===== src/rtl/clk_div_ratio_ctrl_if.sv =====
// Config handshake bundle for the ratio controller.
// The master offers half-periods; the slave answers with ready/err.
interface clk_div_ratio_ctrl_if #(
   parameter int CW = 4
);
   logic          cfg_valid;
   logic [CW-1:0] cfg_half;
   logic          cfg_ready;
   logic          cfg_err;

   modport master (
      output cfg_valid,
      output cfg_half,
      input  cfg_ready,
      input  cfg_err
   );

   modport slave (
      input  cfg_valid,
      input  cfg_half,
      output cfg_ready,
      output cfg_err
   );
endinterface


===== src/rtl/clk_div_ratio_ctrl.sv =====
// Glitch-free even-ratio divider front end.
// Ratio changes and stops land only on output period boundaries.
module clk_div_ratio_ctrl #(
   parameter int CW           = 4,
   parameter int MAX_HALF     = 8,
   parameter int DEFAULT_HALF = 1
) (
   input  logic                clk,
   input  logic                resetn,
   input  logic                enable,
   clk_div_ratio_ctrl_if.slave cfg,
   output logic                clk_out,
   output logic                period_start,
   output logic [CW-1:0]       cur_half,
   output logic                busy
);

   typedef enum logic [1:0] {
      ST_STOP,
      ST_RUN,
      ST_DRAIN
   } state_e;

   localparam logic [CW-1:0] MAX_H = CW'(MAX_HALF);
   localparam logic [CW-1:0] DEF_H = CW'(DEFAULT_HALF);
   localparam logic [CW-1:0] ONE   = CW'(1);

   state_e        state_q, state_d;
   logic [CW-1:0] hc_q, hc_d;
   logic          clk_out_q, clk_out_d;
   logic          ps_q, ps_d;
   logic [CW-1:0] cur_half_q, cur_half_d;
   logic [CW-1:0] pend_half_q, pend_half_d;
   logic          busy_q, busy_d;
   logic          cfg_err_q, cfg_err_d;

   logic [CW-1:0] half_m1;
   logic          last;
   logic          bnd;
   logic          accept;
   logic          legal;
   logic          apply;

   // cur_half is never 0, so the subtraction cannot wrap
   assign half_m1 = cur_half_q - ONE;
   assign last    = (hc_q == half_m1);
   assign bnd     = ~clk_out_q & last;
   assign accept  = cfg.cfg_valid & ~busy_q;
   assign legal   = (cfg.cfg_half != '0) &&
                    (cfg.cfg_half <= MAX_H);

   always_comb begin
      state_d     = state_q;
      hc_d        = hc_q;
      clk_out_d   = clk_out_q;
      ps_d        = 1'b0;
      cur_half_d  = cur_half_q;
      pend_half_d = pend_half_q;
      busy_d      = busy_q;
      cfg_err_d   = 1'b0;
      apply       = 1'b0;

      unique case (state_q)
         ST_STOP: begin
            clk_out_d = 1'b0;
            hc_d      = '0;
            apply     = busy_q;
            if (enable) begin
               state_d   = ST_RUN;
               clk_out_d = 1'b1;
               ps_d      = 1'b1;
            end
         end
         ST_RUN, ST_DRAIN: begin
            if (bnd) begin
               hc_d  = '0;
               apply = busy_q;
               if (enable) begin
                  state_d   = ST_RUN;
                  clk_out_d = 1'b1;
                  ps_d      = 1'b1;
               end else begin
                  state_d   = ST_STOP;
                  clk_out_d = 1'b0;
               end
            end else if (last) begin
               hc_d      = '0;
               clk_out_d = ~clk_out_q;
               state_d   = enable ? ST_RUN : ST_DRAIN;
            end else begin
               hc_d    = hc_q + ONE;
               state_d = enable ? ST_RUN : ST_DRAIN;
            end
         end
         default: begin
            state_d   = ST_STOP;
            clk_out_d = 1'b0;
            hc_d      = '0;
         end
      endcase

      if (apply) begin
         cur_half_d = pend_half_q;
         busy_d     = 1'b0;
      end

      // accept needs busy_q low, so it never collides with apply
      if (accept) begin
         if (legal) begin
            pend_half_d = cfg.cfg_half;
            busy_d      = 1'b1;
         end else begin
            cfg_err_d = 1'b1;
         end
      end
   end

   always_ff @(posedge clk) begin
      if (!resetn) begin
         state_q     <= ST_STOP;
         hc_q        <= '0;
         clk_out_q   <= 1'b0;
         ps_q        <= 1'b0;
         cur_half_q  <= DEF_H;
         pend_half_q <= '0;
         busy_q      <= 1'b0;
         cfg_err_q   <= 1'b0;
      end else begin
         state_q     <= state_d;
         hc_q        <= hc_d;
         clk_out_q   <= clk_out_d;
         ps_q        <= ps_d;
         cur_half_q  <= cur_half_d;
         pend_half_q <= pend_half_d;
         busy_q      <= busy_d;
         cfg_err_q   <= cfg_err_d;
      end
   end

   assign clk_out       = clk_out_q;
   assign period_start  = ps_q;
   assign cur_half      = cur_half_q;
   assign busy          = busy_q;
   assign cfg.cfg_ready = ~busy_q;
   assign cfg.cfg_err   = cfg_err_q;

endmodule


===== src/flat_wrapper.sv =====
// flat-port wrapper written by rule: the top's interface ports become plain ports
module clk_div_ratio_ctrl_flat 
#(
   parameter int CW           = 4,
   parameter int MAX_HALF     = 8,
   parameter int DEFAULT_HALF = 1
)
  (clk, resetn, enable, clk_out, period_start, cur_half, busy, cfg_cfg_valid, cfg_cfg_half, cfg_cfg_ready, cfg_cfg_err);
  clk_div_ratio_ctrl_if #(.CW(CW)) cfg_i ();
  input  logic clk;
  input  logic resetn;
  input  logic enable;
  output logic clk_out;
  output logic period_start;
  output logic [CW-1:0] cur_half;
  output logic busy;
  input wire logic [$bits(cfg_i.cfg_valid)-1:0] cfg_cfg_valid;
  input wire logic [$bits(cfg_i.cfg_half)-1:0] cfg_cfg_half;
  output wire logic [$bits(cfg_i.cfg_ready)-1:0] cfg_cfg_ready;
  output wire logic [$bits(cfg_i.cfg_err)-1:0] cfg_cfg_err;
  assign cfg_i.cfg_valid = cfg_cfg_valid;
  assign cfg_i.cfg_half = cfg_cfg_half;
  assign cfg_cfg_ready = cfg_i.cfg_ready;
  assign cfg_cfg_err = cfg_i.cfg_err;
  clk_div_ratio_ctrl #(.CW(CW), .MAX_HALF(MAX_HALF), .DEFAULT_HALF(DEFAULT_HALF)) u_core (.clk(clk), .resetn(resetn), .enable(enable), .cfg(cfg_i), .clk_out(clk_out), .period_start(period_start), .cur_half(cur_half), .busy(busy));
endmodule

===== config.mk =====
export PLATFORM = sky130hd
export DESIGN_NAME = clk_div_ratio_ctrl_flat
export DESIGN_NICKNAME = d
export VERILOG_FILES = /design/src/rtl/clk_div_ratio_ctrl_if.sv /design/src/rtl/clk_div_ratio_ctrl.sv /design/src/flat_wrapper.sv
export SDC_FILE = /design/constraint.sdc
export NUM_CORES = 1
export LEC_CHECK = 0
export ABC_CLOCK_PERIOD_IN_PS = 1900
export BUFFER_PORTS_ARGS = -buffer_cell sky130_fd_sc_hd__buf_2
export CAP_MARGIN = 30
export CORE_MARGIN = 5
export CORE_UTILIZATION = 40
export CTS_BUF_LIST = sky130_fd_sc_hd__clkbuf_2
export DETAILED_ROUTE_END_ITERATION = 12
export GPL_TIMING_DRIVEN = 0
export PLACE_DENSITY = 0.72
export SLEW_MARGIN = 20
export SYNTH_ARGS = -nofsm -noshare
export SYNTH_HDL_FRONTEND = slang
export SYNTH_SLANG_ARGS = --single-unit

===== constraint.sdc =====
create_clock -name clk -period 1.9 [get_ports clk]
set_clock_uncertainty 0.15 [all_clocks]
set_input_delay 0.095 -clock clk [delete_from_list [all_inputs] [get_ports clk]]
set_output_delay 0.095 -clock clk [all_outputs]
set_load 0.02 [all_outputs]

# Word-level counts from Yosys, hierarchy flattened

Index checks and enable logic that the tools add are counted.

Register bits after elaboration: 18
Input bits: 8
Output and inout bits: 9
Logic and storage cells: 46

Add/sub/neg operators: 2
$lt $le $gt $ge: 1
Equality and inequality tests: 5
Muxes and demuxes: 17
Bitwise operators: 6
Reduce and logical (&&, ||, !) cells: 7

Operators by type and width:

| kind                                                                    | number |
|---|---|
| 1-bit two-way mux                                                       | 10 |
| 2-bit two-way mux                                                       | 3 |
| 1-bit one-hot mux with 2 select lines                                   | 3 |
| 4-bit by 1-bit adder with 4-bit output, second input constant           | 1 |
| 4-bit equality test                                                     | 1 |
| 4-bit <= comparator, second input constant                              | 1 |
| 1-bit inverter                                                          | 4 |
| 2-bit one-hot mux with 2 select lines                                   | 1 |
| 2-bit AND reduction                                                     | 2 |
| 4-bit nonzero test                                                      | 1 |
| 4-bit OR reduction                                                      | 1 |
| 4-bit by 1-bit subtractor with 4-bit output, second input constant      | 1 |
| 3-bit by 1-bit inequality test with 1-bit output, second input constant | 1 |
| 1-bit bitwise AND                                                       | 2 |
| 2-bit by 1-bit equality test with 1-bit output, second input constant   | 1 |
| 2-bit equality test, second input constant                              | 1 |
| 2-bit zero test                                                         | 1 |
| 2-bit inequality test, second input constant                            | 1 |
| 2-bit OR reduction                                                      | 1 |
| 1-bit logical AND                                                       | 1 |

# Longest topological paths before layout

Gate-level depths: netlist of run 1.

Depth after elaboration: 8
Mapped depth: 7
Gate-level depth less buffers: 7

# Worst setup path after synthesis of run 1

Ideal clock, no wire load.

Kind: register to register
From: reg u_core.cur_half_q[0], in the netlist u_core.cur_half[0]
To: reg u_core.ps_q, in the netlist u_core.period_start
Library setup time: 0.115 ns
Arrival: 1.765 ns
Data required time: 1.635 ns
Setup slack: -0.130 ns
Cell stages (with the launch flop): 8
Buffers on the path: 0
Clock period less this slack: 2.030 ns
Cells stage by stage: dfxtp_1 inv_1 ha_1 xnor2_1 xnor2_1 nor3_4 a31o_1 and3_1

Word-level cells in the longest chain between the ends: 5

Ends and longest elaborated chain:

| what                                        | RTL line                  | text |
|---|---|---|
| start, declared                             | clk_div_ratio_ctrl.sv:32  | `logic [CW-1:0] cur_half_q, cur_half_d;` |
| start signal, assigned                      | clk_div_ratio_ctrl.sv:133 | `cur_half_q <= cur_half_d;` |
| 4-bit by 1-bit subtractor with 4-bit output | clk_div_ratio_ctrl.sv:45  | `assign half_m1 = cur_half_q - ONE;` |
| 4-bit equality test                         | clk_div_ratio_ctrl.sv:46  | `assign last = (hc_q == half_m1);` |
| 1-bit bitwise AND                           | clk_div_ratio_ctrl.sv:47  | `assign bnd = ~clk_out_q & last;` |
| 1-bit two-way mux                           | clk_div_ratio_ctrl.sv:75  | `if (bnd) begin` |
| 1-bit one-hot mux with 2 select lines       | clk_div_ratio_ctrl.sv:63  | `unique case (state_q)` |
| end signal, assigned                        | clk_div_ratio_ctrl.sv:132 | `ps_q <= ps_d;` |
| end, declared                               | clk_div_ratio_ctrl.sv:31  | `logic ps_q, ps_d;` |

Every way passes these cells.
A chain may end at the register's enable or synchronous reset.

# Final worst setup path of run 1

From: reg u_core.cur_half_q[0], in the netlist u_core.cur_half[0]
To: reg u_core.state_q[1]

Word-level cells in the longest chain between the ends: 5

Ends and longest elaborated chain:

| what                                        | RTL line                  | text |
|---|---|---|
| 4-bit by 1-bit subtractor with 4-bit output | clk_div_ratio_ctrl.sv:45  |  |
| 4-bit equality test                         | clk_div_ratio_ctrl.sv:46  |  |
| 1-bit bitwise AND                           | clk_div_ratio_ctrl.sv:47  |  |
| 2-bit two-way mux                           | clk_div_ratio_ctrl.sv:75  |  |
| 2-bit one-hot mux with 2 select lines       | clk_div_ratio_ctrl.sv:63  |  |
| end signal, assigned                        | clk_div_ratio_ctrl.sv:129 | `state_q <= state_d;` |
| end, declared                               | clk_div_ratio_ctrl.sv:28  | `state_e state_q, state_d;` |

Every way passes these cells.

==> results of run 1 <==
## layer usage
layer | up-vias | wire [um] | GRT usage | part of all wire
li1 | 400 | - | - | -
met1 | 378 | 824 | 0.142 | 0.41
met2 | 20 | 1080 | 0.246 | 0.54
met3 | 4 | 73 | 0.0339 | 0.036
met4 | 0 | 36 | 0.0795 | 0.018
met5 | - | 0 | 0 | 0
## worst register-to-register path, cell delays in order, from the launching register on
cell       delay, ns
dfxtp_4         0.37
inv_1           0.07
ha_4            0.17
xnor2_2         0.14
xnor2_2         0.35
nor3_4          0.10
buf_4           0.16
a2111oi_4       0.27
## report_power, final
| part | internal, mW | switching, mW |
|---|---|---|
| combinational | 0.0988 | 0.116 |
| sequential | 0.395 | 0.0153 |
| clock | 0.0458 | 0.118 |
| total | 0.539 | 0.249 |
## registers in the layout, summed over array words and instances, names as in the netlist
| name | cells |
|---|---|
| u_core.cur_half | 4 |
| u_core.clk_out | 1 |
| u_core.pend_half_q | 4 |
| u_core.busy | 1 |
| u_core.state_q | 2 |
| u_core.period_start | 1 |
| u_core.cfg.cfg_err | 1 |
| u_core.hc_q | 4 |
## cell usage in the layout, fill, tap and decap left out, types with 3 or more instances in the layout
cell and count:
mux2i_1 3, dfxtp_2 3, o21ai_0 3, nor3_1 4
nand3_1 4, dlygate4sd3_1 6, xnor2_2 3, inv_1 4
nand2_1 9, nor3b_1 3, buf_4 5, buf_2 15
dfxtp_1 14, clkbuf_2 3, xor2_1 3, a21oi_1 5
nor2_1 4
## layout make-up
| class | instances | area (um^2) | area share |
|---|---|---|---|
| multi-input cells | 70 | 589 | 0.484 |
| flip-flops and latches | 18 | 368 | 0.302 |
| repair buffers | 26 | 173 | 0.142 |
| well taps | 28 | 35.0 | 0.0288 |
| inverters | 7 | 26.3 | 0.0216 |
| clock buffers | 3 | 15.0 | 0.0123 |
| plain buffers | 2 | 7.51 | 0.00617 |
| clock inverters | 1 | 3.75 | 0.00308 |
## synth_stat cells (all sizes together)
| cell type | n | area [um^2] |
|---|---|---|
| nand2 | 9 | 33.8 |
| nor3b | 3 | 22.5 |
| mux2i | 3 | 30.0 |
| nor4b | 1 | 8.76 |
| nor3 | 6 | 46.3 |
| xor2 | 4 | 35.0 |
| nor4bb | 1 | 10.0 |
| o22ai | 1 | 6.26 |
| xnor2 | 5 | 43.8 |
| a21oi | 5 | 25.0 |
| clkbuf | 2 | 7.51 |
| inv | 6 | 22.5 |
| a211oi | 1 | 7.51 |
| nor2 | 5 | 18.8 |
| nand3 | 5 | 25.0 |
| nor2b | 1 | 6.26 |
| ha | 4 | 50.1 |
| o31ai | 3 | 27.5 |
| o211ai | 1 | 7.51 |
| a31o | 1 | 8.76 |
| and3 | 2 | 12.5 |
| o21a | 1 | 7.51 |
| o21ai | 5 | 25.0 |
| clkinv | 1 | 3.75 |
| a2111oi | 1 | 15.0 |
| nand3b | 2 | 15.0 |
| dfxtp | 18 | 360 |
## timing repair
item,in CTS,in global routing
gates resized for setup,10,6
pin swaps,6,5
buffers inserted,4,1
cloned,0,0
hold buffers,6,0
setup endpoints to repair,7,13
hold endpoints to repair,7,0
## cells by family (layout without fill, tap and decap cells)
kind of cell / after synthesis / after routing / synth area share
AOI/OAI and AO/OA: 19 / 19 / 0.148
xor gates and xnor gates: 9 / 9 / 0.0894
adders and majority gates: 4 / 4 / 0.0567
buffers and inverters: 9 / 39 / 0.0383
DFF: 18 / 18 / 0.409
muxes: 3 / 3 / 0.0340
and+or+nand+nor: 35 / 35 / 0.226
## final timing paths
kind / endpoint / start
min reg2reg: u_core.cur_half[2] / u_core.pend_half_q[2]
min: u_core.cur_half[0] / resetn
max reg2reg: u_core.state_q[1] / u_core.cur_half[0]
max: u_core.state_q[1] / u_core.cur_half[0]
## per-stage QoR
step | setup TNS, ns | instances | hold slack (ns) | power [mW] | area (um^2)
2_1_floorplan | 0 | 97 | 0.0139 | 0.535 | 901
3_3_place_gp | -0.233 | 140 | 0.139 | 0.570 | 1010
6_report | 0 | 155 | 0.00635 | 0.789 | 1220
3_5_place_dp | -0.596 | 140 | 0.145 | 0.576 | 1010
5_1_grt | -0.185 | 155 | 0.00945 | 0.836 | 1220
4_1_cts | 0 | 154 | 0.00209 | 0.783 | 1180
==> qor.csv, run 1 <==
metric,value,unit
min_period,1.86,ns
grt_use_total,0.137,
post-route-period-util,0.978,
wl_per_cell,13.0,um
final_antenna_net_count,0,
rsz0062_at_grt,true,
grt_pass1_wl,3.56,mm
drive_gt1_frac,0.339,
slew_viol_final,0,
leakage,0.484,nW
setup_viol,0,
clockRootBuffer,clkbuf_2,
die_area,0.00324,mm^2
io_pins,17,
p_per_area,648,mW/mm^2
syn_nets,109,
grt_max_degree,11,
crit_type,reg -> reg,
ys_ff_latch,18,
cts-buffers-inserted,3,
vias_per_cell,5.17,
utilization,0.567,
fillers,196,
dp_hpwl,1.37,mm
port_buffers,15,
cts.clk_slew.worst_paths,0.17,ns
cap_violations,0,
initial_core_util,0.411,
ir_drop,0.000378,V
ys_warn_count,0,
finalHoldViolCount,0,
antenna_found_initial,0,
slew_headroom,0.737,
dpl_worst_slack,-0.120,ns
path_common_cell,xnor2_2,
clock_path_buffers,2,
r2r_cells,7,
place.gp.congestion,0.745,
synthToLayoutAreaGrowth,38.0,%
r2r_slack,0.04,ns
cts_num_sinks,18,
slowest_stage,dfxtp_4,
whs_path_depth,2,
timing.critical_path.buf_inv,2,
die_h,57.0,um
setup_ws,0.0410,ns
ys_types,31,
die_w,57.0,um
crit_path_start_kind,flop,
status,"complete, no violations",
wl,2.01,mm
grt_overflow,0,
ys_seq_area_frac,0.409,
critPathCaptureType,flop,
firstDrtPassIters,4,
crit_family,XOR/XNOR gates,
cts_htree_levels,1,
syn-instance-count,97,
path_cells,inv_1 > ha_4 > xnor2_2 > xnor2_2 > nor3_4 > buf_4 > a2111oi_4,
drt_iter0_markers,10,
antenna_cells,0,
avgSynthCellArea,9.09,um^2
tightest_slew,0.394,ns
mappedNetlistArea,882,um^2
nets,140,
vias,802,
crit_cells,7,
maxClockFrequency,538,MHz
grt_pass1_vias,854,
rows,17,
route.detailed.drc,0,
min_path_type,in -> reg,
cp_data_arrival_time,1.92,ns
cts_tree,built,
required,1.96,ns
core-area,0.00215,mm^2
path_max_fanout,4,
clk_latency,0.29,ns
worst_path_largest_cell_delay,0.37,ns
Note: power is estimated with default switching activity, not from simulation.
==> inputs of run 2 (changes only) <==
--- a/config.mk
+++ b/config.mk
@@ -13,7 +13,7 @@
 export CTS_BUF_LIST = sky130_fd_sc_hd__clkbuf_2
 export DETAILED_ROUTE_END_ITERATION = 12
 export GPL_TIMING_DRIVEN = 0
-export PLACE_DENSITY = 0.72
+export SETUP_SLACK_MARGIN = 0.3
 export SLEW_MARGIN = 20
 export SYNTH_ARGS = -nofsm -noshare
 export SYNTH_HDL_FRONTEND = slang
==> qor.csv, run 2 (synthesis results as in run 1) <==
metric,value,unit,change
clk_latency,0.30,ns,was 0.29 ns
internal-power,0.550,mW,was 0.539 mW
slew_headroom,0.710,,was 0.737
setup_viol,0,,unchanged
final_common_cell,buf_2,,unchanged
firstDrtPassIters,2,,was 4
antenna_found_initial,0,,unchanged
comb_power_share,0.293,,was 0.272
final_antenna_net_count,0,,unchanged
core-area,0.00215,mm^2,unchanged
grt_use_total,0.137,,about the same
slew_viol_final,0,,unchanged
rows,17,,unchanged
grt.busiest_layer,met2,,unchanged
cts_num_sinks,18,,unchanged
p_sw_frac,0.327,,was 0.316
r2r_start,u_core.state_q[1],,was u_core.cur_half[0]
grt_pass1_wl,3.50,mm,was 3.56 mm
crit_start,u_core.state_q[1],,was u_core.cur_half[0]
route.detailed.drc,0,,unchanged
required,1.96,ns,about the same
clock_path_buffers,2,,unchanged
drt_iter0_markers,12,,was 10
place.gp.congestion,0.749,,was 0.745
setup_ws,0.0926,ns,was 0.0410 ns
switchingPower,0.267,mW,was 0.249 mW
wl,2.00,mm,was 2.01 mm
cp_data_arrival_time,1.87,ns,was 1.92 ns
hold_start,resetn,,unchanged
status,"complete, no violations",,unchanged
dpl_worst_slack,-0.0166,ns,was -0.120 ns
die_w,57.0,um,unchanged
grt_pass1_vias,784,,was 854
crit_path_start_kind,flop,,unchanged
p_per_area,633,mW/mm^2,was 648 mW/mm^2
path_cells,inv_2 > ha_4 > nor4bb_4 > nand3_2 > o31ai_4 > nand3_1 > o31ai_1,,was inv_1 > ha_4 > xnor2_2 > xnor2_2 > nor3_4 > buf_4 > a2111oi_4
critPathCaptureType,flop,,unchanged
rsz0062_at_grt,true,,unchanged
dp_cells,140,,unchanged
nets,139,,was 140
drive_gt1_frac,0.413,,was 0.339
use_met3,0.0317,,was 0.0339
synthToLayoutAreaGrowth,46.2,%,was 38.0%
total_power,0.817,mW,was 0.789 mW
worst_path_largest_cell_delay,0.40,ns,was 0.37 ns
die_h,57.0,um,unchanged
grt_max_degree,11,,unchanged
cts.clk_slew.worst_paths,0.19,ns,was 0.17 ns
cts_htree_levels,1,,unchanged
path_max_fanout,8,,was 4
layout_common_cells,"buf_2, dfxtp_1, nand2_1, dlygate4sd3_1",,unchanged
timing.critical_path.buf_inv,1,,was 2
crit_family,simple AND/OR/NAND/NOR gates,,was XOR/XNOR gates
layout.cells.non_filler,154,,was 155
cts_tree,built,,unchanged
finalHoldViolCount,0,,unchanged
initial_core_util,0.411,,unchanged
fin_setup_tns,0,ns,unchanged
tightest_slew,0.431,ns,was 0.394 ns
dp_hpwl,1.37,mm,about the same
maxClockFrequency,553,MHz,was 538 MHz
post-route-period-util,0.951,,was 0.978
antenna_cells,0,,unchanged
vias_per_cell,5.08,,was 5.17
grt_use_met1,0.173,,was 0.142
power_frac_seq,0.502,,was 0.520
slowest_stage,dfxtp_2,,was dfxtp_4
grt_overflow,0,,unchanged
clockRootBuffer,clkbuf_2,,unchanged
die_area,0.00324,mm^2,unchanged
leakage,0.507,nW,was 0.484 nW
ir_drop,0.000342,V,was 0.000378 V
wl_per_cell,13.0,um,about the same
cts-buffers-inserted,3,,unchanged
vias,783,,was 802
cap_violations,0,,unchanged
port_buffers,15,,unchanged
io_pins,17,,unchanged
min_period,1.81,ns,was 1.86 ns
met2_usage,0.222,,was 0.246
crit_type,reg -> reg,,unchanged
p_clk_frac,0.204,,was 0.208
min_path_type,in -> reg,,unchanged
## run 2: cell types whose count changed in the layout (fill, tap and decap cells not counted), sizes merged
cell  delta
buf      -1
## run 2: worst register-to-register path: cells and delay by family, from the launching register on
kind,cells,cell delay [ns]
DFF,1,0.40
and+or+nand+nor,3,0.44
AOI/OAI and AO/OA,2,0.42
adders and majority gates,1,0.26
buffers and inverters,1,0.05
## run 2: timing repair
action / CTS / global route
setup endpoints to repair: 12 / 12
hold buffers: 6 / 0
gates resized for setup: 12 / 9
setup buffers: 3 / 1
hold endpoints to repair: 7 / 0
pin swaps: 12 / 7
## run 2: metal layers
layer  up-vias  part of all wire
met1       372              0.44
li1        399                 -
met3         2             0.039
met2        10              0.51
met4         0            0.0090
met5         -                 0
## run 2: per-stage QoR
stage,utilization,hold WS [ns],area [um^2]
after floorplan,-,0.00645,948
after global placement,0.493,0.133,1060
final,0.600,0.0267,1290
after detailed placement,0.493,0.138,1060
after global routing,0.600,0.0524,1290
after CTS,0.567,0.0179,1220
## run 2: path summary, 6_finish.rpt
kind | slack, ns | depth (start not counted) | to
setup / recovery | 0.09 | 7 | u_core.cur_half[1]
hold / removal | 0.03 | 3 | u_core.cur_half[2]
setup reg to reg | 0.09 | 7 | u_core.cur_half[1]
hold reg to reg | 0.34 | 2 | u_core.cur_half[2]
## run 2: power by group through the flow
stage | logic (mW) | registers, mW | clock network (mW)
after floorplan | 0.117 | 0.425 | 0
after global placement | 0.165 | 0.417 | 0
after detailed placement | 0.168 | 0.417 | 0
after CTS | 0.212 | 0.410 | 0.175
after global routing | 0.260 | 0.413 | 0.190
final | 0.239 | 0.410 | 0.167
## run 2: area by class of cell
cell class,count,area (um^2)
buffer,2,7.51
clock buffer,3,15.0
clock inverter,1,3.75
fill,182,858
inverter,7,28.8
multi-input combinational,70,659
sequential,18,372
tap,28,35.0
timing repair buffer,25,169
==> inputs of run 3 (changes only) <==
--- a/config.mk
+++ b/config.mk
@@ -9,10 +9,11 @@
 export BUFFER_PORTS_ARGS = -buffer_cell sky130_fd_sc_hd__buf_2
 export CAP_MARGIN = 30
 export CORE_MARGIN = 5
-export CORE_UTILIZATION = 40
+export CORE_UTILIZATION = 50
 export CTS_BUF_LIST = sky130_fd_sc_hd__clkbuf_2
 export DETAILED_ROUTE_END_ITERATION = 12
 export GPL_TIMING_DRIVEN = 0
+export PLACE_DENSITY = 0.76
 export SETUP_SLACK_MARGIN = 0.3
 export SLEW_MARGIN = 20
 export SYNTH_ARGS = -nofsm -noshare
==> qor.csv, run 3 (synthesis results as in run 1) <==
metric,value,unit,change
status,"complete, no violations",,unchanged
io_pins,17,,unchanged
ir_drop,0.000405,V,was 0.000342 V
whs_path_depth,2,,was 3
place.gp.congestion,0.783,,was 0.749
crit_family,flip-flops,,was simple AND/OR/NAND/NOR gates
die_area,0.00270,mm^2,was 0.00324 mm^2
finalHoldViolCount,0,,unchanged
port_buffers,15,,unchanged
path_cells,inv_2 > ha_4 > nor4bb_4 > nand3_2 > o31ai_4 > buf_4 > nand3_1 > o21ai_1,,was inv_2 > ha_4 > nor4bb_4 > nand3_2 > o31ai_4 > nand3_1 > o31ai_1
grt_overflow,0,,unchanged
layout.cells.non_filler,157,,was 154
core-area,0.00171,mm^2,was 0.00215 mm^2
firstDrtPassIters,6,,was 2
rows,15,,was 17
slew_headroom,0.697,,was 0.710
tightest_slew,0.452,ns,was 0.431 ns
grt_use_total,0.199,,was 0.137
cts_tree,built,,unchanged
cap_violations,0,,unchanged
path_max_fanout,4,,was 8
min_to,u_core.cur_half[0],,was u_core.cur_half[2]
vias_per_cell,5.28,,was 5.08
r2r_slack,0.1,ns,was 0.09 ns
die_h,52,um,was 57.0 um
maxClockFrequency,555,MHz,was 553 MHz
dpl_worst_slack,-0.0362,ns,was -0.0166 ns
min_path_type,in -> reg,,unchanged
r2r_cells,8,,was 7
drt_iter0_markers,12,,unchanged
initial_core_util,0.516,,was 0.411
slowest_stage,dfxtp_2,,unchanged
fillers,109,,was 182
rsz0062_at_grt,true,,unchanged
hold_start,resetn,,unchanged
clockRootBuffer,clkbuf_2,,unchanged
min_period,1.80,ns,was 1.81 ns
grt_pass1_vias,840,,was 784
setup_ws,0.0983,ns,was 0.0926 ns
crit_path_start_kind,flop,,unchanged
final_common_cell,buf_2,,unchanged
die_w,52,um,was 57.0 um
cts_htree_levels,1,,unchanged
layout_common_cells,"buf_2, dfxtp_1, nand2_1, buf_4, dlygate4sd3_1",,"was buf_2, dfxtp_1, nand2_1, dlygate4sd3_1"
worst_path_largest_cell_delay,0.39,ns,was 0.40 ns
post-route-period-util,0.948,,was 0.951
dp_hpwl,1.34,mm,was 1.37 mm
slew_viol_final,0,,unchanged
cts-buffers-inserted,3,,unchanged
fin_setup_tns,0,ns,unchanged
cp_data_arrival_time,1.91,ns,was 1.87 ns
synthToLayoutAreaGrowth,50.5,%,was 46.2%
grt_max_degree,11,,unchanged
drive_gt1_frac,0.447,,was 0.413
antenna_found_initial,0,,unchanged
cts_num_sinks,18,,unchanged
utilization,0.777,,was 0.600
r2r-end,u_core.cur_half[3],,was u_core.cur_half[1]
timing.critical_path.buf_inv,2,,was 1
vias,829,,was 783
cts.clk_slew.worst_paths,0.18,ns,was 0.19 ns
dp_cells,137,,was 140
r2r_start,u_core.state_q[1],,unchanged
setup_viol,0,,unchanged
antenna_cells,0,,unchanged
placed_cell_area,0.00105,mm^2,was 0.00106 mm^2
leakage,0.516,nW,was 0.507 nW
required,2.01,ns,was 1.96 ns
nets,145,,was 139
clk_latency,0.32,ns,was 0.30 ns
stdcell_area,0.00133,mm^2,was 0.00129 mm^2
wl,2.31,mm,was 2.00 mm
crit_type,reg -> reg,,unchanged
wl_per_cell,14.7,um,was 13.0 um
final_antenna_net_count,0,,unchanged
grt_pass1_wl,3.94,mm,was 3.50 mm
route.detailed.drc,0,,unchanged
critPathCaptureType,flop,,unchanged
clock_path_buffers,2,,unchanged
p_per_area,642,mW/mm^2,was 633 mW/mm^2
run 3: repair_timing:
item / in CTS / in global routing
endpoints found under the setup margin: 12 / 13
resized for setup: 18 / 4
endpoints found under the hold margin: 7 / 0
pin swaps: 12 / 5
setup buffers: 8 / 2
hold buffers: 6 / 0
run 3: where the power goes:
part	total [mW]	switching [mW]	internal [mW]
Sequential	0.413	0.0193	0.394
Combinational	0.267	0.137	0.130
Clock	0.172	0.126	0.0457
Total	0.852	0.282	0.570
run 3: cell type report:
cell class,instances,area [um^2],share of cell area
clock inverter,1,3.75,0.00283
timing repair buffer,31,218,0.164
inverter,7,31.3,0.0236
tap,25,31.3,0.0236
multi-input combinational,70,649,0.489
clock buffer,3,15.0,0.0113
sequential,18,372,0.280
buffer,2,7.51,0.00566
run 3: stage by stage:
stage                     power, mW  hold WS [ns]
after floorplan               0.542       0.00645
after global placement        0.581         0.133
after detailed placement      0.584         0.132
after CTS                     0.826       0.00987
after global routing          0.901        0.0109
final                         0.852       0.00801
run 3: worst max-delay path by stage:
stage,from,end,slack [ns],cells after the start
floorplan,u_core.cur_half[0],u_core.period_start,0.14,7
global placement,u_core.state_q[1],u_core.cur_half[1],-0.02,7
detailed placement,u_core.state_q[1],u_core.cur_half[1],-0.04,7
CTS,u_core.state_q[1],u_core.cur_half[3],0.14,8
global route,u_core.state_q[1],u_core.cur_half[2],0.02,8
finish,u_core.state_q[1],u_core.cur_half[3],0.1,8
run 3: metal layers:
layer  part of all wire  track usage  up-vias
met5                  0            0        -
met4              0.029        0.114        0
met3              0.036       0.0401        8
met2               0.52        0.341       24
met1               0.41        0.228      385
li1                   -            -      412
